--- src/rtl/icepic_lib_pkg.sv ---
// Shared types and constants for the iCEPIC core: program-counter operations,
// sequencer states and the page/literal address-forming helpers.
package icepic_lib_pkg;

  localparam int PC_WIDTH = 12;

  typedef enum logic [2:0] {
    PC_INC    = 3'd0,
    PC_SKIP   = 3'd1,
    PC_GOTO   = 3'd2,
    PC_CALL   = 3'd3,
    PC_RET    = 3'd4,
    PC_PCL_WR = 3'd5
  } pc_op_t;

  typedef enum logic {
    PC_RUN   = 1'b0,
    PC_FLUSH = 1'b1
  } pc_state_t;

  // GOTO reaches the full 9-bit literal inside the selected page.
  function automatic logic [PC_WIDTH-1:0] pc_goto_target(input logic [2:0] pa,
                                                         input logic [8:0] k);
    return {pa, k};
  endfunction

  // CALL and PCL writes can only land in the lower half of a page.
  function automatic logic [PC_WIDTH-1:0] pc_low_half_target(input logic [2:0] pa,
                                                             input logic [7:0] low);
    return {pa, 1'b0, low};
  endfunction

endpackage

--- src/rtl/pc_stack_monitor.sv ---
// Shadow depth tracker for the hardware return stack; raises a sticky error on
// push-when-full or pop-when-empty. Only built when PC_STACK_CHECK_EN is defined.
module pc_stack_monitor #(
  parameter int STACK_DEPTH = 2
) (
  input  logic clk,
  input  logic rst_n,
  input  logic push,
  input  logic pop,
  output logic err
);

  localparam int DW = $clog2(STACK_DEPTH + 1);
  localparam logic [DW-1:0] FULL = DW'(STACK_DEPTH);

  logic [DW-1:0] depth;

  always_ff @(posedge clk or negedge rst_n) begin
    if (!rst_n) begin
      depth <= '0;
      err   <= 1'b0;
    end else if (push) begin
      if (depth == FULL) err <= 1'b1;
      else               depth <= depth + DW'(1);
    end else if (pop) begin
      if (depth == '0) err <= 1'b1;
      else             depth <= depth - DW'(1);
    end
  end

endmodule

--- src/rtl/pc_unit.sv ---
// Program counter and fetch/execute sequencer feeding the 12-bit return stack.
// Define PC_STACK_CHECK_EN to build the shadow stack-depth checker.
module pc_unit
  import icepic_lib_pkg::*;
#(
  parameter logic [PC_WIDTH-1:0] RESET_VECTOR = 12'hFFF,
  parameter int                  STACK_DEPTH  = 2
) (
  input  logic                clk_in,
  input  logic                reset_n_in,
  input  logic                stall_in,
  input  pc_op_t              op_in,
  input  logic [8:0]          k_in,
  input  logic [2:0]          pa_in,
  input  logic [7:0]          pcl_in,
  input  logic [PC_WIDTH-1:0] stack_top_in,
  output logic [PC_WIDTH-1:0] pc_out,
  output logic [7:0]          pcl_out,
  output logic [PC_WIDTH-1:0] stack_data_out,
  output logic                push_out,
  output logic                pop_out,
  output logic                flush_out,
  output logic                stack_err_out
);

  if (STACK_DEPTH < 1) begin : g_bad_depth
    $error("pc_unit: STACK_DEPTH must be at least 1");
  end

  logic [PC_WIDTH-1:0] pc_q, pc_d, pc_inc;
  pc_state_t           state_q, state_d;

  always_ff @(posedge clk_in or negedge reset_n_in) begin
    if (!reset_n_in) begin
      pc_q    <= RESET_VECTOR;
      state_q <= PC_FLUSH;
    end else begin
      pc_q    <= pc_d;
      state_q <= state_d;
    end
  end

  assign pc_inc = pc_q + PC_WIDTH'(1);

  // op_in belongs to the instruction fetched at pc_q-1, so pc_q is the return address.
  always_comb begin
    pc_d     = pc_q;
    state_d  = state_q;
    push_out = 1'b0;
    pop_out  = 1'b0;
    if (!stall_in) begin
      if (state_q == PC_FLUSH) begin
        pc_d    = pc_inc;
        state_d = PC_RUN;
      end else begin
        unique case (op_in)
          PC_SKIP: begin
            pc_d    = pc_inc;
            state_d = PC_FLUSH;
          end
          PC_GOTO: begin
            pc_d    = pc_goto_target(pa_in, k_in);
            state_d = PC_FLUSH;
          end
          PC_CALL: begin
            pc_d     = pc_low_half_target(pa_in, k_in[7:0]);
            push_out = 1'b1;
            state_d  = PC_FLUSH;
          end
          PC_RET: begin
            pc_d    = stack_top_in;
            pop_out = 1'b1;
            state_d = PC_FLUSH;
          end
          PC_PCL_WR: begin
            pc_d    = pc_low_half_target(pa_in, pcl_in);
            state_d = PC_FLUSH;
          end
          default: pc_d = pc_inc;
        endcase
      end
    end
  end

  assign pc_out         = pc_q;
  assign pcl_out        = pc_q[7:0];
  assign stack_data_out = pc_q;
  assign flush_out      = (state_q == PC_FLUSH);

`ifdef PC_STACK_CHECK_EN
  pc_stack_monitor #(
    .STACK_DEPTH(STACK_DEPTH)
  ) u_stack_monitor (
    .clk  (clk_in),
    .rst_n(reset_n_in),
    .push (push_out),
    .pop  (pop_out),
    .err  (stack_err_out)
  );
`else
  assign stack_err_out = 1'b0;
`endif

endmodule
--- config.mk ---
export PLATFORM = sky130hd
export DESIGN_NAME = pc_unit
export DESIGN_NICKNAME = d
export VERILOG_FILES = /design/src/rtl/icepic_lib_pkg.sv /design/src/rtl/pc_stack_monitor.sv /design/src/rtl/pc_unit.sv
export SDC_FILE = /design/constraint.sdc
export NUM_CORES = 1
export LEC_CHECK = 0
export ABC_CLOCK_PERIOD_IN_PS = 1740
export CORE_ASPECT_RATIO = 1.2
export CORE_MARGIN = 3
export CORE_UTILIZATION = 39
export CTS_BUF_LIST = sky130_fd_sc_hd__clkbuf_2 sky130_fd_sc_hd__clkbuf_4 sky130_fd_sc_hd__clkbuf_8
export DETAILED_ROUTE_END_ITERATION = 12
export PLACE_DENSITY = 0.8
export SLEW_MARGIN = 20
export SYNTH_ARGS = -nofsm -noshare
export SYNTH_HDL_FRONTEND = slang
export SYNTH_SLANG_ARGS = --single-unit
--- constraint.sdc ---
create_clock -name clk_in -period 1.74 [get_ports clk_in]
set_clock_uncertainty 0.05 [all_clocks]
set_input_delay 0.348 -clock clk_in [delete_from_list [all_inputs] [get_ports clk_in]]
set_output_delay 0.348 -clock clk_in [all_outputs]
set_load 0.01 [all_outputs]
==> metrics, run 1 <==
count of port buffers added during placement=72; Critical R2R Launch=flush_out; RePlAce Congestion=0.830; Worst EP arrival=1260 ps; async set-reset flop share out of synthesis=100%; placed insts=242; Final Cell Area=2000 um^2; DRT Pass-1 Iters=4; final worst-path cycle share=95.4%; initial antenna violation count=0; r2r setup slk=110 ps; clock root cell=clkbuf_4; reg2reg end=pc_out[4]; endpoints failing hold=0; vias per cell=5.55; Ports=74; largest net degree at the start of global routing=19; kind of end point of the critical path=output pin; Post-Syn Area=1280 um^2; Ant. Diodes=0; TritonCTS sink count=13; Worst-Skew Late Latency=270 ps; leakage=0.864 nW; Post-CTS Hold Fix Bufs=0; critical path peak fanout=3; CTS buffer count=3; row count=22; CORE AREA=3110 um^2; setup tns final=0 ps; Post-Place Cell Area=1960 um^2; WL/cell=14.8 um; DR DRC count=0; FF-to-FF path depth=4; switching fraction of total power=39.1%; vias in the first global route=1302; Synth Warn #=0; PD cells=929 nW/um^2; Tightest Pin Transition=558 ps; Max Slew Vio Count=0; Total GRT Usage=18.4%; max-cap violations=0; Final Non-Filler Cells=248; final antenna-violating net count=0; CTS tree=built; WP data required=1340 ps; final setup fails=0; synthesized area per cell=8.75 um^2; Initial Util=41.1%; min Tclk post-route=1660 ps; Filler cells=291; startpoint of the lowest-slack hold path=flush_out; cell count after synthesis=146; Gate power share=56.6%; Syn Nets=185; total grt overflow=0; commonest cells after routing, fill and taps aside=clkdlybuf4s50_1 (34), dlygate4sd2_1 (32), buf_4 (15); startpoint types=primary input; most common cell after layout, fill and taps aside=clkdlybuf4s50_1; drt total wl=3680 um; Tot Pwr=1.86 mW; fin util=64.4%; Die X=58.2 um; normalized max-slew margin=62.7%; status=finished, final reports clean; proportion of layout cells with a drive suffix above 1=25.9%; Worst Hold Class=reg -> reg; Int Pwr=1.13 mW; Max Root-Sink Buffers=2; Hold Crit Endpoint=flush_out; worst setup path class=in -> out; die height=68.7 um; first-pass GRT wire length=5800 um; top_reg_cell synth=dfstp_2; Net Sw Power=727 uW; area delta synth->final=56.9%; Hold Crit Depth=2; Post-synth EDFFs=0; DPL Wire Length=2960 um; Vias=1377; register area share after synthesis=26.7%; htree depth=1; post-synth cell types=46; Clock power frac=10.5%; FF+latch count, synth=13; max frequency=0.602 GHz; fin nets=252; die area=4000 um^2; Seq pwr share=32.8%; clk slew on worst S/H paths=80 ps; worst vdd ir=1.02 mV; Iter 0 DRT Violations=27
-- repair_timing --
item	CTS	global route
setup buffers	1	1
pin swaps	0	2
setup endpoints to repair	47	7
resized for setup	45	11
-- worst max path at each step --
| stage | slack (ps) | start | depth (start not counted) | endpoint |
|---|---|---|---|---|
| 4_1_cts | -40 | op_in[0] | 3 | pop_out |
| 5_1_grt | -3 | pc_out[0] | 6 | pc_out[8] |
| 2_1_floorplan | 120 | pc_out[0] | 5 | pc_out[6] |
| 3_3_place_gp | -550 | op_in[2] | 4 | pop_out |
| 3_5_place_dp | -490 | op_in[2] | 4 | pop_out |
| 6_report | 80 | stall_in | 4 | push_out |
-- per-layer routing --
layer,vias to the layer above,wire length [um],track usage [%]
li1,662,-,-
met1,659,1330,20.5
met2,52,2070,35.9
met3,4,236,4.84
met4,0,42,2.32
met5,-,0,0
-- cells by family after synthesis --
family | synth area share (%)
muxes | 9.89
buffers and inverters | 16.5
DFF | 26.7
adders and majority gates | 0.979
and+or+nand+nor | 22.3
other | 0.294
AOI/OAI and AO/OA | 23.3
-- state kept, by name, summed over array words and instances, names as in the netlist --
signal and cells:
pc_out 12, flush_out 1
-- critical path, stage by stage --
cell and delay, ps:
clkdlybuf4s50_1 460, nor2_1 160, and3_1 170, buf_2 120
-- per-stage QoR --
step,hold slack [ps],setup slack [ps]
2_1_floorplan,150,121
3_3_place_gp,433,-551
3_5_place_dp,451,-494
4_1_cts,463,-40.1
5_1_grt,498,-3.32
6_report,467,79.9
-- area by class of cell --
cell class	count	area [um^2]	share of cell area [%]
Sequential cell	13	342	17.0
Tap cell	36	45.0	2.25
Timing Repair Buffer	89	811	40.4
Multi-Input combinational cell	101	758	37.8
Clock buffer	4	30.0	1.50
Inverter	5	18.8	0.936
-- synthesized netlist by cell type (all sizes together), types with 2 or more instances --
master   number  area [um^2]
buf          25          184
dfstp        13          342
nand2        11         43.8
a21oi         8         51.3
mux2i         7         70.1
nor3          7         40.0
nand3         6         30.0
nor2          6         22.5
o22ai         6         37.5
inv           5         18.8
mux2          5         56.3
a221oi        4         47.6
o21ai         4         23.8
a311oi        3         32.5
and3          3         18.8
o2bb2ai       3         26.3
and2          2         12.5
and4          2         17.5
clkbuf        2         7.51
nor2b         2         12.5
nor4          2         12.5
nor4b         2         17.5
o211a         2         20.0
o211ai        2         15.0
or3b          2         22.5
-- power by group through the flow --
stage | logic, mW | registers, mW | clock network, mW
final | 1.05 | 0.611 | 0.196
after global routing | 1.15 | 0.638 | 0.221
after detailed placement | 1.20 | 0.631 | 0
after CTS | 1.04 | 0.606 | 0.203
after global placement | 1.18 | 0.617 | 0
after floorplan | 0.626 | 0.673 | 0
Note: power is estimated with default switching activity, not from simulation.
==> run 2: changes to the inputs <==
--- a/config.mk
+++ b/config.mk
@@ -11,7 +11,7 @@
 export CORE_UTILIZATION = 39
 export CTS_BUF_LIST = sky130_fd_sc_hd__clkbuf_2 sky130_fd_sc_hd__clkbuf_4 sky130_fd_sc_hd__clkbuf_8
 export DETAILED_ROUTE_END_ITERATION = 12
-export PLACE_DENSITY = 0.8
+export PLACE_DENSITY = 0.87
 export SLEW_MARGIN = 20
 export SYNTH_ARGS = -nofsm -noshare
 export SYNTH_HDL_FRONTEND = slang
==> metrics, run 2 (synthesized netlist as in run 1, its figures left out) <==
area delta synth->final=62.9%; row count=22; final setup fails=0; max-cap violations=0; clk slew on worst S/H paths=80 ps; Tot Pwr=1.93 mW; proportion of layout cells with a drive suffix above 1=28.6%; Post-CTS Hold Fix Bufs=0; vias per cell=5.59; Final Non-Filler Cells=256; status=finished, final reports clean; Worst Hold Class=reg -> reg; PD cells=928 nW/um^2; min Tclk post-route=1730 ps; Ports=74; Max Slew Vio Count=0; worst vdd ir=0.808 mV; Die X=58.2 um; TritonCTS sink count=13; final antenna-violating net count=0; Initial Util=41.1%; initial antenna violation count=0; placed insts=245; WP data required=1900 ps; die area=4000 um^2; Ant. Diodes=0; RePlAce Congestion=0.836; Gate power share=58.7%; setup tns final=0 ps; Int Pwr=1.18 mW; Final Cell Area=2080 um^2; Clock power frac=10.9%; critical path peak fanout=10; Worst-Skew Late Latency=280 ps; fin util=66.9%; DRT Pass-1 Iters=4; kind of end point of the critical path=flop; max reg flops=12; worst setup path class=in -> reg; CTS buffer count=3; startpoint types=primary input; Iter 0 DRT Violations=41; htree depth=1; fin nets=260; Net Sw Power=755 uW; most common cell after layout, fill and taps aside=dlygate4sd2_1; CORE AREA=3110 um^2; clock root cell=clkbuf_4; largest net degree at the start of global routing=19; max frequency=0.579 GHz; startpoint of the lowest-slack hold path=flush_out; WL/cell=15.8 um; count of port buffers added during placement=72; Total GRT Usage=20.0%; total grt overflow=0; first-pass GRT wire length=6120 um; CP startpoint=op_in[2]; switching fraction of total power=39.1%; RSZ-0062 raised after global routing=true; Post-Place Cell Area=1990 um^2; leakage=0.906 nW; Vias=1431; Seq pwr share=30.4%; DPL Wire Length=3080 um; die height=68.7 um; endpoints failing hold=0; drt total wl=4030 um; commonest cells after routing, fill and taps aside=dlygate4sd2_1 (35), clkdlybuf4s50_1 (34), buf_4 (23); final worst-path cycle share=99.3%; DR DRC count=0; Critical R2R Launch=flush_out; Max Root-Sink Buffers=2; Worst EP arrival=1880 ps; CTS tree=built; vias in the first global route=1378
[run 2: final cells by class]
type	count	area (um^2)
fillers	273	1030
repair buffers	97	873
multi-input cells	101	772
flip-flops and latches	13	342
well taps	36	45.0
clock buffers	4	30.0
inverters	5	18.8
[run 2: power by group through the flow]
stage | Sequential, mW | Clock, mW | Combinational (mW)
final | 0.587 | 0.210 | 1.13
after global routing | 0.608 | 0.230 | 1.23
after CTS | 0.588 | 0.217 | 1.11
after detailed placement | 0.637 | 0 | 1.20
after global placement | 0.630 | 0 | 1.18
after floorplan | 0.673 | 0 | 0.626
[run 2: per-layer routing]
layer  wire (um)  track usage [%]
met1        1400             19.7
met3         264             4.47
met5           0                0
met4         138             9.86
met2        2230             39.1
[run 2: worst max-delay path, cell delays in order]
cell and delay, ps:
dlygate4sd2_1 250, buf_6 120, buf_4 120, or3b_4 420, buf_12 150, nand2_8 90
buf_4 130, a311oi_1 40, nor3_1 210
[run 2: final timing paths]
| check | to | slack (ps) | cells after the start |
|---|---|---|---|
| max in group asynchronous | pc_out[2] | 1080 | 2 |
| min in group asynchronous | pc_out[9] | 540 | 2 |
| hold / removal | flush_out | 460 | 2 |
| setup reg to reg | pc_out[4] | 50 | 5 |
| setup / recovery | pc_out[11] | 10 | 9 |
| hold reg to reg | flush_out | 460 | 2 |
[run 2: per-stage QoR]
step           setup WS (ps)  hold slack [ps]
2_1_floorplan            121              150
6_report                12.8              461
5_1_grt                -30.1              490
3_5_place_dp            -486              447
4_1_cts                 19.2              457
3_3_place_gp            -456              434
[run 2: repair_timing]
item,in CTS,in global routing
pin swaps,1,4
cloned,0,0
endpoints found under the setup margin,47,7
setup buffers,6,1
resized for setup,47,7
==> patch (flow settings as in run 1) <==
Add a define of `PC_STACK_CHECK_EN`.
--- a/src/rtl/pc_unit.sv
+++ b/src/rtl/pc_unit.sv
@@ -2,2 +2,4 @@
 // Define PC_STACK_CHECK_EN to build the shadow stack-depth checker.
+`define PC_STACK_CHECK_EN
+
 module pc_unit
Formal check against the unedited RTL: not equivalent (Yosys sat finds a counterexample within 4 cycles, from zero or initial values and one cycle with reset_n_in low).
==> patch against run 1 <==
- synthesized area up 13%
- wire length up 16%
- worst hold slack worse by 0.10 ns
- fmax down 2.3%
- cell area up 12%
- power up 21%
- sequential cell count up 3
- setup slack worse by 0.039 ns
==> patch: results (changes against run 1) <==
Critical R2R Launch: pc_out[2] (was flush_out)
cells after synthesis: 166 (was 146)
Reg2Reg Depth: 5 (was 4)
adder-cell share of the synthesized area: 0.870% (was 0.979%)
RePlAce Congestion: 0.875 (was 0.830)
reg2reg end: pc_out[11] (was pc_out[4])
top post-synthesis cells by area: dfstp_2, buf_4, mux2_2, dfrtp_1, mux2i_1 (was dfstp_2, buf_4, mux2i_1, mux2_2, nand2_1)
Port-buffer cells: 73 (was 72)
Critical Path Source: flush_out (was stall_in)
DR WL/cell: 15.4 µm (was 14.8 µm)
outcome: completed (unchanged)
largest net degree at the start of global routing: 26 (was 19)
slew margin rel.: 72.5% (was 62.7%)
Achievable Freq: 0.588 GHz (was 0.602 GHz)
placed inst area: 2190 µm² (was 1960 µm²)
r2r setup slk: 0.08 ns (was 0.11 ns)
post-CTS sizing: 42 (was 45)
delay-heaviest family, CP: flip-flops (was buffers and inverters)
Critical-path top delay cell: dfstp_2 (was clkdlybuf4s50_1)
GRT Total Usage: 20.1% (was 18.4%)
DR WL met2: 2140 µm (was 2070 µm)
Initial DRC Count: 73 (was 27)
top post-synthesis cells by count: buf_4, dfstp_2, inv_1, nand2_1, nor2_1 (was buf_4, dfstp_2, nand2_1, a21oi_1, mux2i_1)
CP max stage delay: 0.56 ns (was 0.46 ns)
sequential share of the synthesized area: 29.0% (was 26.7%)
DR WL met3: 303 µm (was 236 µm)
peak supply drop: 392 µV (was 1020 µV)
placed instance count: 270 (was 242)
critical path data arrival time: 1.30 ns (was 1.26 ns)
ratio of cells with drive above 1 in the final layout: 24.1% (was 25.9%)
post-CTS setup buffers: 4 (was 1)
Post-Syn Nets: 205 (was 185)
worst hold margin: 0.362 ns (was 0.467 ns)
first-pass GRT wire length: 6870 µm (was 5800 µm)
via/cell ratio: 5.61 (was 5.55)
Synth Area in Compound Gates: 22.3% (was 23.3%)
## patch: cell families after synthesis
group                      count (synthesis)
xor gates and xnor gates                   1
muxes                                     14
adders and majority gates                  1
AOI/OAI and AO/OA                         43
DFF                                       16
buffers and inverters                     38
and+or+nand+nor                           53
## patch: area by class of cell
cell class                 instances  area [µm²]
clock buffer                       4        55.1
fill                             314        1210
inverter                           9        33.8
multi-input combinational        112         800
sequential                        16         417
tap                               37        46.3
timing repair buffer             100         892
## patch: per-layer routing
| layer | GRT usage (%) | vias up |
|---|---|---|
| li1 | - | 751 |
| met1 | 23.8 | 732 |
| met2 | 35.4 | 72 |
| met3 | 3.38 | 4 |
| met4 | 7.31 | 0 |
| met5 | 0 | - |
## patch: power breakdown
| part | leakage (nW) | switching [mW] | internal (mW) | total [mW] |
|---|---|---|---|---|
| Sequential | 0.171 | 0.180 | 0.572 | 0.752 |
| Clock | 0.0288 | 0.144 | 0.201 | 0.346 |
| Combinational | 0.821 | 0.525 | 0.626 | 1.15 |
